--- config.mk ---
export PLATFORM = sky130hd
export DESIGN_NAME = alu_arbiter
export DESIGN_NICKNAME = d
export VERILOG_FILES = /design/src/rtl/alu_arbiter.sv
export SDC_FILE = /design/constraint.sdc
export NUM_CORES = 1
export LEC_CHECK = 0
export ABC_AREA = 1
export CELL_PAD_IN_SITES_DETAIL_PLACEMENT = 0
export CELL_PAD_IN_SITES_GLOBAL_PLACEMENT = 1
export CORE_ASPECT_RATIO = 0.9
export CORE_MARGIN = 2
export CORE_UTILIZATION = 29
export DETAILED_ROUTE_END_ITERATION = 8
export PLACE_DENSITY = 0.9
export SLEW_MARGIN = 0
export SYNTH_ARGS = -nofsm -noshare
export SYNTH_HDL_FRONTEND = slang
export SYNTH_SLANG_ARGS = --single-unit
--- constraint.sdc ---
create_clock -name clk -period 5.65 [get_ports clk]
set_clock_uncertainty 0.2 [all_clocks]
set_input_delay 0.8475 -clock clk [delete_from_list [all_inputs] [get_ports clk]]
set_output_delay 0.8475 -clock clk [all_outputs]
set_load 0.01 [all_outputs]
--- src/rtl/alu_arbiter.sv ---
// Round-robin arbiter/sequencer sharing one registered ALU between NREQ requesters.
// Optional illegal-op screening is enabled by defining ALU_ARB_OPCHECK_EN.
module alu_arbiter #(
    parameter int NREQ    = 2,
    parameter int ALU_LAT = 1
) (
    input  logic               clk,
    input  logic               rst,
    input  logic [NREQ-1:0]    req_valid,
    output logic [NREQ-1:0]    req_ready,
    input  logic [4*NREQ-1:0]  req_op,
    input  logic [32*NREQ-1:0] req_lhs,
    input  logic [32*NREQ-1:0] req_rhs,
    output logic [NREQ-1:0]    resp_valid,
    input  logic [NREQ-1:0]    resp_ready,
    output logic [31:0]        resp_res,
    output logic [3:0]         resp_flags,
    output logic               resp_err,
    output logic               busy,
    output logic [3:0]         alu_op,
    output logic [31:0]        alu_lhs,
    output logic [31:0]        alu_rhs,
    input  logic [31:0]        alu_res,
    input  logic [3:0]         alu_flags
);

    localparam int DATA_W = 32;
    localparam int IDW    = (NREQ > 1) ? $clog2(NREQ) : 1;
    localparam int CW     = (ALU_LAT > 1) ? $clog2(ALU_LAT) : 1;

    typedef enum logic [1:0] {IDLE, EXEC, WAIT, RESP} state_t;

    state_t              state;
    logic [IDW-1:0]      ptr;
    logic [IDW-1:0]      id;
    logic [CW-1:0]       cnt;

    logic                gnt_any;
    logic [IDW-1:0]      gnt_idx;
    logic [IDW-1:0]      cand;
    logic [3:0]          gnt_op;
    logic [DATA_W-1:0]   gnt_lhs;
    logic [DATA_W-1:0]   gnt_rhs;
    logic                gnt_illegal;

    function automatic logic [IDW-1:0] wrap_inc(input logic [IDW-1:0] p);
        return (p == IDW'(NREQ - 1)) ? '0 : p + IDW'(1);
    endfunction

    function automatic logic [NREQ-1:0] onehot(input logic [IDW-1:0] i);
        logic [NREQ-1:0] v;
        v    = '0;
        v[i] = 1'b1;
        return v;
    endfunction

    // Scan starts one past the last winner so the previous grantee has lowest priority.
    always_comb begin
        gnt_any = 1'b0;
        gnt_idx = '0;
        cand    = wrap_inc(ptr);
        for (int k = 0; k < NREQ; k++) begin
            if (!gnt_any && req_valid[cand]) begin
                gnt_any = 1'b1;
                gnt_idx = cand;
            end
            cand = wrap_inc(cand);
        end
    end

    always_comb begin
        gnt_op  = '0;
        gnt_lhs = '0;
        gnt_rhs = '0;
        for (int i = 0; i < NREQ; i++) begin
            if (gnt_idx == IDW'(i)) begin
                gnt_op  = req_op[4*i +: 4];
                gnt_lhs = req_lhs[DATA_W*i +: DATA_W];
                gnt_rhs = req_rhs[DATA_W*i +: DATA_W];
            end
        end
    end

`ifdef ALU_ARB_OPCHECK_EN
    assign gnt_illegal = (gnt_op >= 4'b1101);
`else
    assign gnt_illegal = 1'b0;
`endif

    always_comb begin
        req_ready = '0;
        if (state == IDLE && gnt_any)
            req_ready[gnt_idx] = 1'b1;
    end

    assign busy = (state != IDLE);

    always_ff @(posedge clk or posedge rst) begin
        if (rst) begin
            state      <= IDLE;
            ptr        <= IDW'(NREQ - 1);
            id         <= '0;
            cnt        <= '0;
            resp_valid <= '0;
            resp_res   <= '0;
            resp_flags <= '0;
            resp_err   <= 1'b0;
            alu_op     <= '0;
            alu_lhs    <= '0;
            alu_rhs    <= '0;
        end else begin
            case (state)
                IDLE: begin
                    if (gnt_any) begin
                        id       <= gnt_idx;
                        ptr      <= gnt_idx;
                        resp_err <= gnt_illegal;
                        if (gnt_illegal) begin
                            // Illegal ops never reach the ALU; answer immediately.
                            resp_res   <= '0;
                            resp_flags <= '0;
                            resp_valid <= onehot(gnt_idx);
                            state      <= RESP;
                        end else begin
                            alu_op  <= gnt_op;
                            alu_lhs <= gnt_lhs;
                            alu_rhs <= gnt_rhs;
                            state   <= EXEC;
                        end
                    end
                end
                EXEC: begin
                    cnt   <= CW'(ALU_LAT - 1);
                    state <= WAIT;
                end
                WAIT: begin
                    if (cnt == '0) begin
                        resp_res   <= alu_res;
                        resp_flags <= alu_flags;
                        resp_valid <= onehot(id);
                        state      <= RESP;
                    end else begin
                        cnt <= cnt - CW'(1);
                    end
                end
                RESP: begin
                    if (resp_ready[id]) begin
                        resp_valid <= '0;
                        state      <= IDLE;
                    end
                end
                default: state <= IDLE;
            endcase
        end
    end

endmodule

==> impl_table.tex <==
\begin{tabular}{lr}
\hline
Metric & Value \\
\hline
\multicolumn{2}{l}{\textbf{Worst setup path}} \\
\quad Delay of the slowest cell on the worst path & 0.61 ns \\
\quad Critical path startpoint category & primary input \\
\quad WP data required & roughly 4.6 ns \\
\quad Maximum fanout along the worst path & 34 \\
\quad Critical path endpoint category & output pin \\
\quad Cell with the largest stage delay on the worst path & sky130\_fd\_sc\_hd\_\_clkdlybuf4s50\_1 \\
\quad Critical path cell sequence & clkdlybuf4s50\_1 > nand2\_2 > nand2\_2 > nor2\_1 > clkdlybuf4s50\_1 \\
\quad WP buf/inv & 2 \\
\quad Worst setup path class & in -> out \\
\quad Data arrival at the endpoint of the critical path & 3.20 ns \\
\quad CP delay by family, top & simple AND/OR/NAND/NOR gates \\
\multicolumn{2}{l}{\textbf{Finish}} \\
\quad Finished Core Util & 0.484 \\
\quad Number of cells in the finished layout apart from fillers & 1,224 \\
\quad Number of inserted diodes & 0 \\
\quad Net count reported at finish & 1,163 \\
\quad Commonest cells after routing, fill and taps aside & sky130\_fd\_sc\_hd\_\_nand2\_1, sky130\_fd\_sc\_hd\_\_clkdlybuf4s50\_1, sky130\_fd\_sc\_hd\_\_dfrtp\_1, sky130\_fd\_sc\_hd\_\_nand3\_1, sky130\_fd\_sc\_hd\_\_clkbuf\_16 \\
\quad Synthesis-to-finish area growth & 62.7\% \\
\quad Leading cell type in the layout, fill and taps excluded & sky130\_fd\_sc\_hd\_\_nand2\_1 \\
\quad Share of cells above drive strength 1 & 0.0315 \\
\multicolumn{2}{l}{\textbf{Run status}} \\
\quad Status & finished, final reports clean \\
\multicolumn{2}{l}{\textbf{Detailed routing}} \\
\quad Antenna Nets Post-Route & 0 \\
\quad Number of vias in the routed layout & 5,380 \\
\quad First-pass iteration count of the detailed router & 5 \\
\quad Final wirelength & 17,100 um \\
\quad Detail-routed via count per cell & roughly 4.4 \\
\quad Number of violations reported at the end of detailed-routing iteration 0 & 196 \\
\quad Drt wl/cell & roughly 14 um \\
\quad Number of remaining DRC errors & 0 \\
\multicolumn{2}{l}{\textbf{Timing}} \\
\quad Max-Slew Margin vs Limit & 0.347 \\
\quad Max Clk Rate & 0.235 GHz \\
\quad Unrepaired setup endpoints after global routing & no \\
\quad Slew Viols, Final & 0 \\
\quad Minimum period implied by the final worst setup slack & 4.25 ns \\
\quad Transition time at the pin with the least slew margin & 0.974 ns \\
\quad Number of hold violations in the final report & 0 \\
\quad Final setup fails & 0 \\
\quad Fin worst setup slack & approximately 1.4 ns \\
\quad Setup TNS Final & 0 ns \\
\quad Final period utilization & 0.752 \\
\multicolumn{2}{l}{\textbf{Clocking}} \\
\quad Clock Sink Count & 110 \\
\quad Clk Latency, worst-skew pair & 0.34 ns \\
\quad Resized Gates After CTS & 0 \\
\quad Count of hold buffers inserted by post-cts repair & 0 \\
\quad Clock root buffer & sky130\_fd\_sc\_hd\_\_clkbuf\_16 \\
\quad Post-CTS setup-driven buffer insertion count & 0 \\
\quad CTS tree & built \\
\quad H-Tree Depth & 3 \\
\quad CTS Buffer Depth & 2 \\
\quad Number of clock buffers inserted by TritonCTS & 9 \\
\quad CTS clock-pin slew for the worst setup and hold paths & 0.07 ns \\
\multicolumn{2}{l}{\textbf{Global routing}} \\
\quad Met2 Resource Use GR & 0.292 \\
\quad Number of antenna violations at the first check in global routing & 0 \\
\quad Global-route wire length before repair & around 28,000 um \\
\quad Total Routing Usage GR & 0.179 \\
\quad Met1 usage & 0.219 \\
\quad Peak-usage layer in the global routing report & met2 \\
\quad Maximum number of pins on one net before global-route repair & 70 \\
\quad Vias in the first global route & 5,323 \\
\quad Gr ovfl total & 0 \\
\quad GR met3 Demand/Resource & 0.0751 \\
\multicolumn{2}{l}{\textbf{Placement}} \\
\quad Number of cells in the design after placement & 1,210 \\
\quad HPWL Detailed & 12,400 um \\
\quad Final RePlAce weighted congestion & 0.759 \\
\quad IO buf count & 286 \\
\quad Setup WS pre-CTS & 1.32 ns \\
\multicolumn{2}{l}{\textbf{Synthesis}} \\
\quad Cell Area, Synth & 5280 sq um \\
\quad Cell type contributing the most total cell area after synthesis & sky130\_fd\_sc\_hd\_\_dfrtp\_1 \\
\quad Synth Area per Inst & 7.33 sq um \\
\quad Number of standard cells after synthesis & 720 \\
\quad Yosys cell types & 21 \\
\quad Synth warnings & 0 \\
\quad Post-synthesis sequential area ratio & 0.522 \\
\quad Number of flip-flops and latches in the synthesized netlist & 110 \\
\quad Share of the synthesized area in the top cell type & 0.517 \\
\quad Post-Syn Nets & about 900 \\
\quad Area contributors post-synth & sky130\_fd\_sc\_hd\_\_dfrtp\_1, sky130\_fd\_sc\_hd\_\_nand2\_1, sky130\_fd\_sc\_hd\_\_nand3\_1, sky130\_fd\_sc\_hd\_\_buf\_6, sky130\_fd\_sc\_hd\_\_buf\_2 \\
\multicolumn{2}{l}{\textbf{Floorplan}} \\
\quad Die outline area & 19,300 sq um \\
\quad Die extent in x & about 150 um \\
\quad Area of the core & roughly 18,000 sq um \\
\quad Placement row count & 46 \\
\quad Effective utilization at floorplan & 0.298 \\
\quad Y dimension of the die & 132 um \\
\quad I/O pin count & 288 \\
\multicolumn{2}{l}{\textbf{Hold path}} \\
\quad Class of the most critical hold timing path & reg -> reg \\
\multicolumn{2}{l}{\textbf{Power}} \\
\quad Worst VDD drop & 0.179 mV \\
\quad Leakage power of the design & approximately 0.0043 uW \\
\quad Power Dens Cells & 487 nW/um\^{}2 \\
\multicolumn{2}{l}{\textbf{Flow run}} \\
\quad Max-cap violation count & 0 \\
\hline
\end{tabular}
[metal layers]
metal / wire length (um) / vias up
met1: 7280 / 2433
li1: - / 2720
met4: 294 / 0
met2: 7810 / 209
met3: 1740 / 18
met5: 0 / -
[synthesized netlist by cell type (all sizes together)]
cell type,number
clkbuf,17
nand4,1
buf,27
nand3,73
dfrtp,109
or2,1
nor2,4
dfstp,1
ha,4
nand2,468
o21ai,2
conb,1
inv,11
clkinv,1
[final timing paths]
| check | start | end | slack, ns | cells past startpoint |
|---|---|---|---|---|
| max | req_valid[0] | req_ready[1] | 1.40 | 5 |
| max in group asynchronous | rst | alu_rhs[23]$_DFFE_PP0P_ | 3.31 | 3 |
| min reg2reg | resp_res[17]$_DFFE_PP0P_ | resp_res[17]$_DFFE_PP0P_ | 0.27 | 2 |
| min in group asynchronous | rst | alu_rhs[14]$_DFFE_PP0P_ | 0.80 | 2 |
| max reg2reg | ptr$_DFFE_PP1P_ | alu_lhs[23]$_DFFE_PP0P_ | 2.99 | 7 |
| min | resp_res[17]$_DFFE_PP0P_ | resp_res[17]$_DFFE_PP0P_ | 0.27 | 2 |
[tightest hold or removal path: cells and delay by family (launching register included)]
kind / cells / cell delay (ns)
flip-flops: 1 / 0.34
AND/OR/NAND/NOR: 2 / 0.10
[layout make-up]
class                   count  area, sq um
clock buffers              10          229
clock inverters             4         97.6
fillers                  1832         9140
inverters                  12         47.5
multi-input cells         554         2240
flip-flops and latches    110         2750
well taps                 240          300
repair buffers            294         2920
[stage by stage]
step / power [uW] / hold slack (ns) / area (sq um)
6_report: 4180 / 0.271 / 8580
5_1_grt: 4530 / 0.302 / 8580
3_5_place_dp: 3520 / 0.258 / 8260
3_3_place_gp: 3490 / 0.252 / 8260
2_1_floorplan: 2420 / 0.263 / 5280
4_1_cts: 4260 / 0.276 / 8580
[registers in the layout (all words and copies together) (netlist names)]
signal,cells
alu_lhs,32
alu_op,4
alu_rhs,32
id,1
ptr,1
resp_flags,4
resp_res,32
resp_valid,2
state,2
[logic make-up (layout without fill, tap and decap cells)]
| group | Yosys count | count (layout) | share of synthesized area |
|---|---|---|---|
| adders and majority gates | 4 | 4 | 0.00949 |
| and+or+nand+nor | 547 | 547 | 0.409 |
| DFF | 110 | 110 | 0.522 |
| AOI/OAI and AO/OA | 2 | 2 | 0.00261 |
| other | 1 | 1 | 0.000711 |
| buffers and inverters | 56 | 320 | 0.0560 |
[power breakdown]
part | switching [uW] | leakage (uW) | internal [uW]
combinational | 1080 | 0.00278 | 1020
sequential | 203 | 0.00136 | 1170
clock | 276 | 0.000155 | 429
Note: power is estimated with default switching activity, not from simulation.
